`src/rtl/generic_stat_regs_pkg.sv`:
```
// Shared ring widths, local-address decode constants and sizing helpers for generic_stat_regs.
`ifndef UDP_REG_ADDR_WIDTH
`define UDP_REG_ADDR_WIDTH 23
`endif
`ifndef CPCI_NF2_DATA_WIDTH
`define CPCI_NF2_DATA_WIDTH 32
`endif

package generic_stat_regs_pkg;

    localparam int RING_ADDR_W = `UDP_REG_ADDR_WIDTH;
    localparam int RING_DATA_W = `CPCI_NF2_DATA_WIDTH;

    // Counters start at local address 0; sw regs follow directly after them.
    localparam int CNTR_BASE = 0;

    function automatic int sw_base(input int num_cntrs);
        return CNTR_BASE + num_cntrs;
    endfunction

    function automatic int log2(input int value);
        int r;
        r = 0;
        while ((1 << r) < value) r++;
        return r;
    endfunction

    function automatic int ceildiv(input int num, input int den);
        return (num + den - 1) / den;
    endfunction

endpackage

```
`src/rtl/generic_stat_regs_counter.sv`:
```
// One event counter: per-cycle accumulate, ring load and optional clear-to-increment.
module stat_counter
    import generic_stat_regs_pkg::*;
#(
    parameter int CNTR_WIDTH = 32,
    parameter int INC_WIDTH  = 3
) (
    input  logic                  clk,
    input  logic                  reset,
    input  logic [INC_WIDTH-1:0]  inc,
    input  logic                  load,
    input  logic [CNTR_WIDTH-1:0] load_val,
    input  logic                  clr,
    output logic [CNTR_WIDTH-1:0] count
);

    logic [CNTR_WIDTH-1:0] inc_c;

    assign inc_c = CNTR_WIDTH'(inc);

    // A load wins over the increment; a clear keeps this cycle's increment so no event is lost.
    always_ff @(posedge clk or negedge reset) begin
        if (!reset)    count <= '0;
        else if (load) count <= load_val;
        else if (clr)  count <= inc_c;
        else           count <= count + inc_c;
    end

endmodule

```
`src/rtl/generic_stat_regs.sv`:
```
// Ring-attached block of event counters plus CPU-writable config regs, one registered hop.
// Define STAT_REGS_CLR_ON_READ_EN to make counter reads clear-on-read.
`ifndef UDP_REG_ADDR_WIDTH
`define UDP_REG_ADDR_WIDTH 23
`endif
`ifndef CPCI_NF2_DATA_WIDTH
`define CPCI_NF2_DATA_WIDTH 32
`endif

module generic_stat_regs
    import generic_stat_regs_pkg::*;
#(
    parameter int          UDP_REG_SRC_WIDTH = 2,
    parameter int          TAG               = 0,
    parameter int          REG_ADDR_WIDTH    = 5,
    parameter int          NUM_CNTRS         = 8,
    parameter int          NUM_SW_REGS       = 4,
    parameter int          CNTR_WIDTH        = 32,
    parameter int          INC_WIDTH         = 3,
    parameter logic [31:0] SW_REG_INIT       = 32'h0
) (
    input  logic                              clk,
    input  logic                              reset,
    input  logic                              reg_req_in,
    input  logic                              reg_ack_in,
    input  logic                              reg_rd_wr_L_in,
    input  logic [`UDP_REG_ADDR_WIDTH-1:0]    reg_addr_in,
    input  logic [`CPCI_NF2_DATA_WIDTH-1:0]   reg_data_in,
    input  logic [UDP_REG_SRC_WIDTH-1:0]      reg_src_in,
    output logic                              reg_req_out,
    output logic                              reg_ack_out,
    output logic                              reg_rd_wr_L_out,
    output logic [`UDP_REG_ADDR_WIDTH-1:0]    reg_addr_out,
    output logic [`CPCI_NF2_DATA_WIDTH-1:0]   reg_data_out,
    output logic [UDP_REG_SRC_WIDTH-1:0]      reg_src_out,
    input  logic [NUM_CNTRS*INC_WIDTH-1:0]    cntr_inc,
    output logic [NUM_SW_REGS*32-1:0]         sw_regs
);

    localparam int TAG_W    = `UDP_REG_ADDR_WIDTH - REG_ADDR_WIDTH;
    localparam int NUM_REGS = NUM_CNTRS + NUM_SW_REGS;
    localparam int SW_BASE  = sw_base(NUM_CNTRS);

    logic [REG_ADDR_WIDTH-1:0]             loc;
    logic                                  hit;
    logic                                  rd;
    logic [NUM_CNTRS-1:0][CNTR_WIDTH-1:0]  cnt;
    logic [NUM_SW_REGS-1:0][31:0]          sw_q;
    logic [31:0]                           rd_data;

    assign loc = reg_addr_in[REG_ADDR_WIDTH-1:0];
    assign rd  = reg_rd_wr_L_in;
    assign hit = reg_req_in && !reg_ack_in
              && (reg_addr_in[`UDP_REG_ADDR_WIDTH-1:REG_ADDR_WIDTH] == TAG_W'(TAG))
              && (32'(loc) < 32'(NUM_REGS));

    for (genvar i = 0; i < NUM_CNTRS; i++) begin : g_cntr
        logic sel;
        assign sel = hit && (32'(loc) == 32'(CNTR_BASE + i));

        stat_counter #(
            .CNTR_WIDTH (CNTR_WIDTH),
            .INC_WIDTH  (INC_WIDTH)
        ) u_cntr (
            .clk      (clk),
            .reset    (reset),
            .inc      (cntr_inc[i*INC_WIDTH +: INC_WIDTH]),
            .load     (sel && !rd),
            .load_val (reg_data_in[CNTR_WIDTH-1:0]),
`ifdef STAT_REGS_CLR_ON_READ_EN
            .clr      (sel && rd),
`else
            .clr      (1'b0),
`endif
            .count    (cnt[i])
        );
    end

    // Counter reads see the value registered before this cycle's increment.
    always_comb begin
        rd_data = '0;
        for (int i = 0; i < NUM_CNTRS; i++)
            if (32'(loc) == 32'(CNTR_BASE + i)) rd_data = 32'(cnt[i]);
        for (int j = 0; j < NUM_SW_REGS; j++)
            if (32'(loc) == 32'(SW_BASE + j)) rd_data = sw_q[j];
    end

    always_ff @(posedge clk or negedge reset) begin
        if (!reset) begin
            sw_q <= {NUM_SW_REGS{SW_REG_INIT}};
        end else begin
            for (int j = 0; j < NUM_SW_REGS; j++)
                if (hit && !rd && (32'(loc) == 32'(SW_BASE + j))) sw_q[j] <= reg_data_in;
        end
    end

    assign sw_regs = sw_q;

    always_ff @(posedge clk or negedge reset) begin
        if (!reset) begin
            reg_req_out     <= 1'b0;
            reg_ack_out     <= 1'b0;
            reg_rd_wr_L_out <= 1'b0;
            reg_addr_out    <= '0;
            reg_data_out    <= '0;
            reg_src_out     <= '0;
        end else begin
            reg_req_out     <= reg_req_in;
            reg_ack_out     <= reg_ack_in || hit;
            reg_rd_wr_L_out <= reg_rd_wr_L_in;
            reg_addr_out    <= reg_addr_in;
            reg_data_out    <= (hit && rd) ? rd_data : reg_data_in;
            reg_src_out     <= reg_src_in;
        end
    end

endmodule
```
`config.mk`:
```
export PLATFORM = sky130hd
export DESIGN_NAME = generic_stat_regs
export DESIGN_NICKNAME = d
export VERILOG_FILES = /design/src/rtl/generic_stat_regs_pkg.sv /design/src/rtl/generic_stat_regs_counter.sv /design/src/rtl/generic_stat_regs.sv
export SDC_FILE = /design/constraint.sdc
export NUM_CORES = 1
export LEC_CHECK = 0
export ABC_CLOCK_PERIOD_IN_PS = 4400
export CORE_ASPECT_RATIO = 1.4
export CORE_MARGIN = 4
export CORE_UTILIZATION = 34
export CTS_BUF_LIST = sky130_fd_sc_hd__clkbuf_4 sky130_fd_sc_hd__clkbuf_8
export DETAILED_ROUTE_END_ITERATION = 10
export PLACE_DENSITY = 0.62
export SLEW_MARGIN = 20
export SYNTH_ARGS = -nofsm -noshare
export SYNTH_HDL_FRONTEND = slang
export SYNTH_SLANG_ARGS = --single-unit
```
`constraint.sdc`:
```
create_clock -name clk -period 4.4 [get_ports clk]
set_clock_uncertainty 0.1 [all_clocks]
set_input_delay 0.44 -clock clk [delete_from_list [all_inputs] [get_ports clk]]
set_output_delay 0.44 -clock clk [all_outputs]
set_load 0.01 [all_outputs]
```
==> results.txt <==
Worst Tran Pin Value = 1.148 ns
Setup TNS = 0 ns
Placer Congestion = 0.9601
post-route cell area = 29650 µm²
Yosys top cell area share = 0.4640
post-DP HPWL = 71030 µm
Yosys top cell by area = dfrtp_1
Hold Crit Class = input pin to register
Sequential Power Share = 0.449
FF/Latch Area = 11110 µm²
# fillers = 6711
fraction of registers with async set/reset = 1.000
first-pass GRT wire length = 143500 µm
drt pass-1 iters = 6
Post-route DRC = 0
Ys Warns = 0
fmax = 292.2 MHz
area post-placement = 27930 µm²
detailed router's first-iteration violation count = 2349
Placed Cells incl. Taps = 3658
Initial Util = 0.3447
crit path launch type = input pin
vias per cell = 5.674
Buffers on Ports = 273
#FFs+latches synth = 444
Mapped Area = 23950 µm²
die area = 74800 µm²
clock share of power = 0.382
combinational fraction of design power = 0.170
clk sinks = 444
placement row count = 114
Cells after Synth = 2534
P_int = 7.681 mW
Max Transition Viols Final = 0
reg-to-reg slack, setup = 1.32 ns
Final Setup Violations = 0
Total Routing Usage GR = 0.2559
crit share post-route = 0.7777
post-layout min period = 3.422 ns
final worst setup slack = 0.9781 ns
area taken by multi-input logic gates = 11900 µm²
clk_lat worst skew = 0.70 ns
root buf cell = clkbuf_8
Seq/Total Area, Yosys = 0.4640
Inserted Clock Buffers = 74
TritonCTS clock tree = built
vias in the first global route = 21858
top-count cell post-synth = dfrtp_1
WL per Instance = 25.77 µm
worst slack, placed = 0.4013 ns
CP Data Required Time = 4.82 ns
WS Path Type = input pin to register
Die Height = 322.0 µm
RSZ-0062 raised after global routing = false
final wirelength = 97780 µm
syn_area_per_cell = 9.450 µm²
antenna violations before repair = 1
Max Root-Sink Buffers = 3
Power Dens Cells = 375.3 nW/µm²
layout overhead on the synthesized area = 23.83%
synth cell count leaders = dfrtp_1, nand2_1, o21ai_0
layout cells sized above 1 = 0.1379
leading post-synthesis cells by cell area = dfrtp_1, mux2_2, o21ai_0
antenna viol nets, final = 0
Lkg Pwr = 12.17 nW
Critical Path AT = 3.84 ns
Psw = 3.447 mW
Post-Syn Nets = 2652
Max Cap Viol = 0
clock slew at reported path FFs = 0.06 ns
Yosys cell types = 69
Critical Path Fanout Max = 17
htree depth = 3
number of synthesized flops with an enable pin = 0
Cell Count, Final, Fillers Out = 3794
core area = 69460 µm²
endpoint class of the critical path = register
Final Hold Fails = 0
Nets = 2926
Slew headroom = 0.2281
largest net degree at the start of global routing = 128
Vias = 21529
Top Ports = 274
dominant synthesized flop cell = dfrtp_1
status = finished clean
die width = 232.3 µm
gr ovfl total = 0
post-CTS setup buffers = 0
Max IR drop VDD = 0.2207 mV
Sw Ratio = 0.3097
[power groups by stage]
stage | registers [mW] | clock network, mW | logic, mW
floorplan | 4.83 | 0 | 1.18
global placement | 5.04 | 0 | 1.81
detailed placement | 5.05 | 0 | 1.87
CTS | 4.98 | 4.34 | 1.88
global route | 5.02 | 4.51 | 2.09
finish | 4.99 | 4.25 | 1.89
[kinds of logic (layout without fill, tap and decap cells)]
| family | after synthesis | count (layout) | synth area share |
|---|---|---|---|
| flip-flops | 444 | 444 | 0.4640 |
| other | 0 | 2 | 0 |
| buffers and inverters | 230 | 560 | 0.04112 |
| AND/OR/NAND/NOR | 874 | 874 | 0.1731 |
| multiplexers | 149 | 149 | 0.07022 |
| XOR/XNOR | 239 | 239 | 0.08741 |
| AO/OA/AOI/OAI | 566 | 566 | 0.1449 |
| adder cells (fa/ha/maj) | 32 | 32 | 0.01923 |
[state kept, by name, summed over array words and instances, names as in the netlist]
register,cells
reg_addr_out,23
reg_req_out,1
reg_src_out,2
g_cntr.u_cntr.count,256
sw_regs,128
reg_data_out,32
reg_rd_wr_L_out,1
reg_ack_out,1
[placed cells by master (no fill, tap or decap), types with 90 or more instances in the layout]
master	netlist	layout
clkbuf_8	0	100
nand3_1	90	90
o21ai_0	287	287
dfrtp_1	444	444
clkdlybuf4s50_1	0	269
xor2_1	124	124
nand2_1	374	374
nor2_1	141	141
mux2_2	136	136
xnor2_1	115	115
[stage by stage]
step | utilization | power [mW] | hold WS [ns]
after floorplan | - | 6.010 | 0.04441
after global placement | 0.4021 | 6.849 | 0.3468
after detailed placement | 0.4021 | 6.914 | 0.3429
after CTS | 0.4268 | 11.20 | 0.02244
after global routing | 0.4269 | 11.62 | 0.07113
final | 0.4269 | 11.13 | 0.09256
[critical path, stage by stage]
cell             delay [ns]
clkdlybuf4s50_1        1.04
buf_4                  0.26
nor2b_1                0.07
and2_1                 0.38
buf_12                 0.26
a221o_1                0.33
a2111oi_0              0.76
o21ai_0                0.25
[final timing paths]
| kind | endpoint | depth (start not counted) | start |
|---|---|---|---|
| worst max-delay path | reg_data_out[4] | 8 | reg_addr_in[4] |
| worst min-delay path | reg_addr_out[1] | 2 | reg_addr_in[1] |
| worst max register to register | g_cntr[7].u_cntr.count[30] | 11 | g_cntr[7].u_cntr.count[0] |
| worst min register to register | sw_regs[121] | 1 | sw_regs[121] |
| max in group asynchronous | g_cntr[6].u_cntr.count[11] | 3 | reset |
| min in group asynchronous | reg_addr_out[10] | 2 | reset |
[layer usage]
layer	vias up	global-route usage	part of all wire
li1	9453	-	-
met1	10741	0.3088	0.38
met2	1050	0.4323	0.49
met3	285	0.04671	0.071
met4	0	0.1396	0.058
met5	-	0	0
[layout make-up]
cell class / instances / area share
diodes: 2 / 0.0001688
clock buffers: 118 / 0.05097
clock inverters: 14 / 0.006287
inverters: 63 / 0.007975
multi-input cells: 1860 / 0.4013
flip-flops and latches: 444 / 0.3747
well taps: 928 / 0.03916
repair buffers: 365 / 0.1195
[repair_timing]
item | CTS | global route
hold buffers | 2 | 0
setup endpoints to repair | 0 | 0
endpoints found under the hold margin | 61 | 0
gates resized for setup | 0 | 0
No activity file was read; power rests on OpenSTA's default activity.
